**config.mk**
```make
export PLATFORM = sky130hd
export DESIGN_NAME = muxn_pipelined
export DESIGN_NICKNAME = d
export VERILOG_FILES = /design/src/rtl/muxn_pipelined_pkg.sv /design/src/rtl/muxn_pipe_stage.sv /design/src/rtl/muxn_pipelined.sv
export SDC_FILE = /design/constraint.sdc
export NUM_CORES = 1
export LEC_CHECK = 0
export ABC_AREA = 0
export CORE_UTILIZATION = 40
export CTS_CLUSTER_SIZE = 28
export DETAILED_ROUTE_END_ITERATION = 8
export PLACE_DENSITY_LB_ADDON = 0.15
export SYNTH_ARGS = -nofsm -noshare
export SYNTH_HDL_FRONTEND = slang
export SYNTH_HIERARCHICAL = 1
export SYNTH_SLANG_ARGS = --single-unit
```
**constraint.sdc**
```tcl
create_clock -name clk -period 6.1 [get_ports clk]
set_clock_uncertainty 0.1 [all_clocks]
set_input_delay 1.22 -clock clk [delete_from_list [all_inputs] [get_ports clk]]
set_output_delay 1.22 -clock clk [all_outputs]
set_load 0.01 [all_outputs]
```
**src/rtl/muxn_pipelined_pkg.sv**
```systemverilog
// muxn_pipelined_pkg: elaboration-time helpers shared by the pipelined mux.
//   clog2(n)             - ceil(log2(n)), 0 for n <= 1
//   num_stages(n, lps)   - register stages for an n-way tree with lps levels per stage
//   padded_n(n)          - tree width after padding n up to a power of two
package muxn_pipelined_pkg;

    function automatic int clog2(input int n);
        int r;
        r = 0;
        while ((1 << r) < n) r++;
        return r;
    endfunction

    // Always at least one stage so the output is registered even for N=1.
    function automatic int num_stages(input int n, input int lps);
        int s;
        s = (clog2(n) + lps - 1) / lps;
        return (s < 1) ? 1 : s;
    endfunction

    function automatic int padded_n(input int n);
        return 1 << clog2(n);
    endfunction

endpackage

```
**src/rtl/muxn_pipe_stage.sv**
```systemverilog
// muxn_pipe_stage: one register stage of the pipelined mux tree.
// Reduces IN_N words to IN_N >> LEVELS words through LEVELS 2:1 levels, using
// the low LEVELS bits of up_sel, then registers the reduced vector together
// with the unconsumed sel bits, the err flag and valid.
// Ports:
//   clk, arst, flush             - clock, async active-high reset, valid clear
//   up_data/up_sel/up_err        - partial vector from the previous stage
//   up_valid, up_ready           - upstream handshake (up_ready is combinational)
//   dn_data/dn_sel/dn_err        - registered partial vector for the next stage
//   dn_valid, dn_ready           - downstream handshake
module muxn_pipe_stage #(
    parameter int IN_N     = 2,
    parameter int WIDTH    = 32,
    parameter int LEVELS   = 1,
    parameter int SELW_IN  = 1,
    parameter int SELW_OUT = 1
) (
    input  logic                              clk,
    input  logic                              arst,
    input  logic                              flush,
    input  logic [IN_N*WIDTH-1:0]             up_data,
    input  logic [SELW_IN-1:0]                up_sel,
    input  logic                              up_err,
    input  logic                              up_valid,
    output logic                              up_ready,
    output logic [(IN_N>>LEVELS)*WIDTH-1:0]   dn_data,
    output logic [SELW_OUT-1:0]               dn_sel,
    output logic                              dn_err,
    output logic                              dn_valid,
    input  logic                              dn_ready
);

    localparam int OUT_N = IN_N >> LEVELS;

    logic [IN_N*WIDTH-1:0] tree;
    logic [SELW_IN-1:0]    sel_rest;
    logic                  load;

    // Reduce in place: slot i of level j+1 only reads slots 2i and 2i+1 of
    // level j, which have not been overwritten yet when slot i is written.
    always_comb begin
        tree = up_data;
        for (int j = 0; j < LEVELS; j++) begin
            for (int i = 0; i < (IN_N >> (j + 1)); i++) begin
                tree[i*WIDTH +: WIDTH] = up_sel[j] ? tree[(2*i+1)*WIDTH +: WIDTH]
                                                   : tree[(2*i)*WIDTH +: WIDTH];
            end
        end
    end

    assign sel_rest = up_sel >> LEVELS;

    // Bubble-collapsing ready: an empty stage accepts regardless of downstream.
    assign up_ready = !dn_valid || dn_ready;
    assign load     = up_ready && up_valid && !flush;

    always_ff @(posedge clk or posedge arst) begin
        if (arst) begin
            dn_valid <= 1'b0;
            dn_data  <= '0;
            dn_sel   <= '0;
            dn_err   <= 1'b0;
        end else begin
            if (flush)
                dn_valid <= 1'b0;
            else if (up_ready)
                dn_valid <= up_valid;
            if (load) begin
                dn_data <= tree[OUT_N*WIDTH-1:0];
                dn_sel  <= sel_rest[SELW_OUT-1:0];
                dn_err  <= up_err;
            end
        end
    end

endmodule

```
**src/rtl/muxn_pipelined.sv**
```systemverilog
// muxn_pipelined: N-way, WIDTH-bit selector as an LSB-first binary tree of 2:1
// levels, LEVELS_PER_STAGE levels per register stage, with a valid/ready
// elastic handshake. Out-of-range selects resolve to in_data[N-1] and raise
// out_err alongside the word.
// Ports:
//   clk, arst           - clock, asynchronous active-high reset
//   flush               - synchronous clear of all in-flight valids
//   in_data[N]          - candidate words
//   in_sel              - index of the selected word
//   in_valid, in_ready  - input handshake
//   out_data, out_err   - selected word, in_sel >= N flag
//   out_valid, out_ready- output handshake
module muxn_pipelined
    import muxn_pipelined_pkg::*;
#(
    parameter int N                = 5,
    parameter int WIDTH            = 32,
    parameter int LEVELS_PER_STAGE = 1,
    parameter int SELW             = (clog2(N) < 1) ? 1 : clog2(N)
) (
    input  logic             clk,
    input  logic             arst,
    input  logic             flush,
    input  logic [WIDTH-1:0] in_data [N-1:0],
    input  logic [SELW-1:0]  in_sel,
    input  logic             in_valid,
    output logic             in_ready,
    output logic [WIDTH-1:0] out_data,
    output logic             out_err,
    output logic             out_valid,
    input  logic             out_ready
);

    localparam int L  = clog2(N);
    localparam int S  = num_stages(N, LEVELS_PER_STAGE);
    localparam int PN = padded_n(N);

    logic [PN*WIDTH-1:0] padded;
    logic                sel_err;
    logic [S:0]          ready;

    // Padding by repeating the last input makes every sel >= N pick in_data[N-1].
    for (genvar i = 0; i < PN; i++) begin : g_pad
        localparam int SRC = (i < N) ? i : N - 1;
        assign padded[i*WIDTH +: WIDTH] = in_data[SRC];
    end

    assign sel_err  = (32'(in_sel) >= 32'(N));
    assign ready[S] = out_ready;
    assign in_ready = ready[0];

    for (genvar k = 0; k < S; k++) begin : g_stage
        localparam int R      = L - k * LEVELS_PER_STAGE;   // levels still to do
        localparam int LV     = (R < LEVELS_PER_STAGE) ? R : LEVELS_PER_STAGE;
        localparam int IN_N   = 1 << R;
        localparam int OUT_N  = 1 << (R - LV);
        localparam int SW_IN  = (R < 1) ? 1 : R;
        localparam int SW_OUT = (R - LV < 1) ? 1 : R - LV;

        logic [IN_N*WIDTH-1:0]  d_in;
        logic [SW_IN-1:0]       s_in;
        logic                   e_in;
        logic                   v_in;
        logic [OUT_N*WIDTH-1:0] d_q;
        logic [SW_OUT-1:0]      s_q;
        logic                   e_q;
        logic                   v_q;

        if (k == 0) begin : g_head
            assign d_in = padded;
            assign s_in = in_sel;
            assign e_in = sel_err;
            assign v_in = in_valid;
        end else begin : g_link
            assign d_in = g_stage[k-1].d_q;
            assign s_in = g_stage[k-1].s_q;
            assign e_in = g_stage[k-1].e_q;
            assign v_in = g_stage[k-1].v_q;
        end

        muxn_pipe_stage #(
            .IN_N     (IN_N),
            .WIDTH    (WIDTH),
            .LEVELS   (LV),
            .SELW_IN  (SW_IN),
            .SELW_OUT (SW_OUT)
        ) u_stage (
            .clk      (clk),
            .arst     (arst),
            .flush    (flush),
            .up_data  (d_in),
            .up_sel   (s_in),
            .up_err   (e_in),
            .up_valid (v_in),
            .up_ready (ready[k]),
            .dn_data  (d_q),
            .dn_sel   (s_q),
            .dn_err   (e_q),
            .dn_valid (v_q),
            .dn_ready (ready[k+1])
        );
    end

    assign out_data  = g_stage[S-1].d_q;
    assign out_err   = g_stage[S-1].e_q;
    assign out_valid = g_stage[S-1].v_q;

endmodule

```
# Word-level counts from Yosys, hierarchy flattened
# Cells that the tools add are included.
[classes] multipliers=0 n_eq_ne=0 shift=0 div_mod_pow=0 n_lt_le_gt_ge=1 n_mux=11 reduce_logical=16 add_sub_neg=0 bitwise=0
[ops] operator="32-bit two-way mux" count=5
[ops] operator="1-bit logical AND" count=6
[ops] operator="1-bit two-way mux" count=6
[ops] operator="2-bit nonzero test" count=3
[ops] operator="1-bit logical NOT" count=4
[ops] operator="3-bit greater-or-equal comparator (second input constant)" count=1
[ops] operator="1-bit logical OR" count=3
[totals] mem_bits_ro=0 elab_cells=39 ramBits=0 output_inout_bits=35 in_bits=168 mem_count=0 latch_bits=0 regBits=233

# Depth between registers and ports, before layout
[depth] ltp_word=6 depth_mapped=9 ltp_nobuf=7

# By module
# The synthesis kept the hierarchy.
[modules_own_cells] mod="muxn_pipe_stage (g_stage[0].u_stage)" area_each_um2=6463.7 cells_each=425 instances=1 seq_area_each_um2=3303.2
[modules_own_cells] mod="muxn_pipe_stage (g_stage[1].u_stage)" area_each_um2=3487.1 cells_each=217 instances=1 seq_area_each_um2=1676.6
[modules_own_cells] mod="muxn_pipe_stage (g_stage[2].u_stage)" area_each_um2=1736.7 cells_each=114 instances=1 seq_area_each_um2=850.8
[modules_own_cells] mod="muxn_pipelined" area_each_um2=7.5 cells_each=1 instances=1 seq_area_each_um2=0.0

# Worst setup path after synthesis
# OpenSTA, ideal clock, no wires.
[synth_path] path_kind="input -> output" start="input out_ready" end="output in_ready" arrival_ps=1902 setup_slack_ps=2878 path_buffers=0 required_time_ps=4780 path_stages=6 path_cell_list="nor2b_4 > inv_1 > nor2b_4 > inv_1 > nor2b_2 > inv_1"
[synth_via] elab_chain_len=3
[synth_rtl] element="start, declared" line="muxn_pipelined.sv:31" rtl="input logic out_ready"
[synth_rtl] element="1-bit logical OR" line="muxn_pipe_stage.sv:54" rtl="assign up_ready = !dn_valid || dn_ready;"
[synth_rtl] element="net ready[2]" line="muxn_pipelined.sv:40" rtl="logic [S:0] ready;"
[synth_rtl] element="1-bit logical OR" line="muxn_pipe_stage.sv:54"
[synth_rtl] element="net ready[1]" line="muxn_pipelined.sv:40"
[synth_rtl] element="1-bit logical OR" line="muxn_pipe_stage.sv:54"
[synth_rtl] element="end, declared" line="muxn_pipelined.sv:27" rtl="output logic in_ready,"
# The timed path passes the listed nets, and every way through them passes these cells.

# Final worst setup path
# Same ends and word-level chain as after synthesis.

==> impl_metrics.json <==
{
  "die_height_um": 172.9,
  "syn_inst": 755,
  "whs_ns": 0.3813,
  "register_area_mm2": 0.005836,
  "fp.coreArea_mm2": 0.02870,
  "ctsHoldBuffers": 0,
  "slew_viol_final": 0,
  "ctsHtreeMaxLevel": 1,
  "critPathKind": "input port to output pin",
  "syn_area_per_cell_um2": 15.48,
  "post-route-period-util_pct": 68.22,
  "clk-insertion-delay-late_ns": 0.52,
  "clock_sinks": 233,
  "setup_viol": 0,
  "dieArea_mm2": 0.02990,
  "routed_wirelength_um": 23290,
  "nets": 1111,
  "rsz0062_at_grt": "no",
  "overflow": 0,
  "viasPerCell": 4.880,
  "pwr-share-clk_pct": 29.9,
  "cts_buffers": 26,
  "peakVddDrop_mv": 0.2492,
  "critical_path_arrival_ns": 2.84,
  "cts_resized": 0,
  "worstPathRequired_ns": 4.78,
  "cp_slowest_stage_delay_ns": 0.47,
  "critPathLaunchType": "input port",
  "gp_congestion": 0.6805,
  "synth_fp_nets": 923,
  "path_common_cell": "inv_1",
  "path_max_fanout": 3,
  "fp.dieW_um": 172.9,
  "grt_pass1_vias": 7122,
  "status": "complete, no violations",
  "period_minus_slack_ns": 4.162,
  "p_sw_share_pct": 25.18,
  "track_usage_pct": 16.21,
  "cts_tree": "done",
  "endpoint_kind": "output pin",
  "synth.cell_area_mm2": 0.01168,
  "grt_pass1_wl_um": 38790,
  "first_pass_iters": 4,
  "combPwrFrac_pct": 25.5,
  "hp-class": "flop to flop",
  "drv_cap": 0,
  "ys_warn_count": 6,
  "num-fill-cells": 2464,
  "ioPinCount": 203,
  "grt_start_max_net_pins": 132,
  "drive_gt1_share_pct": 51.99,
  "switching_power_mw": 1.268,
  "hpwl_um": 14040,
  "start_util_pct": 40.71,
  "wire_per_inst_um": 17.38,
  "diodes": 0,
  "p_leak_nw": 5.952,
  "ant_nets": 0,
  "drc": 0,
  "hold_viol": 0,
  "vias": 6539,
  "multi_input_area_mm2": 0.005393,
  "finalSetupTns_ns": 0,
  "maxSlewHeadroom_pct": 31.08,
  "antenna_found_initial": 0,
  "p_seq_share_pct": 44.5,
  "power_density_mw_per_mm2": 343.6,
  "post-cts-setup-buffers": 0,
  "drtIter0Drc": 179,
  "cp_cell_sequence": "clkdlybuf4s50_1 > nor2b_4 > inv_1 > nor2b_4 > inv_1 > nor2b_2 > inv_1 > clkdlybuf4s50_1",
  "worst_slew_pin_slew_ns": 1.034,
  "cts_root_buf": "clkbuf_16",
  "cts.path.max_buffers": 3,
  "clk_pin_slew_ns": 0.06,
  "numPortBuffers": 202,
  "fmaxAchievable_ghz": 0.2403,
  "internal_power_mw": 3.767,
  "std_cell_rows": 62,
  "cpMaxStageDelayCell": "clkdlybuf4s50_1",
  "area_growth_pct": 25.42
}
worst paths after layout:
kind	startpoint	endpoint	slack, ns	cells after the start
max in group asynchronous	arst	g_stage[0].u_stage/dn_data[109]	3.55	3
min in group asynchronous	arst	g_stage[1].u_stage/dn_data[11]	1.22	2
setup / recovery	out_ready	in_ready	1.94	8
hold / removal	g_stage[1].u_stage/dn_err	g_stage[1].u_stage/dn_err	0.38	1
setup reg to reg	g_stage[2].u_stage/dn_valid	g_stage[0].u_stage/dn_data[48]	3.83	8
hold reg to reg	g_stage[1].u_stage/dn_err	g_stage[1].u_stage/dn_err	0.38	1
worst max-delay path: cells and delay by family:
family	cells	cell delay (ns)
simple gates	3	0.50
buf+inv	5	1.11
final cells by class:
cell class / count / share of cell area (%)
Clock buffer: 33 / 5.106
Clock inverter: 8 / 0.4867
Inverter: 6 / 0.1964
Multi-Input combinational cell: 467 / 36.80
Sequential cell: 233 / 39.82
Tap cell: 384 / 3.279
Timing Repair Buffer: 209 / 14.31
sequential cells by signal, indices dropped and copies added, names as in the netlist:
name and count:
g_stage.u_stage/dn_valid 3, g_stage.u_stage/dn_data 224, g_stage.u_stage/dn_sel 3, g_stage.u_stage/dn_err 3
cell usage in the layout (no fill, tap or decap), drive strengths merged:
cell and instances:
clkinvlp 1, inv 6, dfrtp 233, mux2 454
clkinv 6, clkbuf 33, bufinv 1, nor2 6
nor2b 3, nor3b 3, clkdlybuf4s50 201, o21a 1
buf 8
power by group through the flow:
stage	clock network (mW)	registers [mW]	logic (mW)
4_1_cts	1.56	2.25	1.31
5_1_grt	1.62	2.31	1.39
2_1_floorplan	0	2.19	0.866
3_3_place_gp	0	2.27	1.29
6_report	1.51	2.24	1.29
3_5_place_dp	0	2.28	1.30
routing by layer:
metal,wire length [um],global-route usage [%],vias to the layer above
met5,0,0,-
met4,384,3.724,0
met3,1119,3.364,27
met2,11030,26.50,132
met1,10750,22.12,3265
li1,-,-,3115
through the flow:
| stage | instances | instance area [um^2] | utilization [%] | worst slack (ns) | power, mW |
|---|---|---|---|---|---|
| after CTS | 1340 | 14650 | 51.05 | 1.927 | 5.124 |
| final | 1340 | 14650 | 51.05 | 1.938 | 5.035 |
| after global placement | 1299 | 13830 | 48.20 | 1.933 | 3.555 |
| after floorplan | 755 | 11680 | - | 1.254 | 3.059 |
| after detailed placement | 1299 | 13830 | 48.20 | 1.939 | 3.576 |
| after global routing | 1340 | 14650 | 51.05 | 1.855 | 5.320 |
No activity file was read; power rests on OpenSTA's default activity.
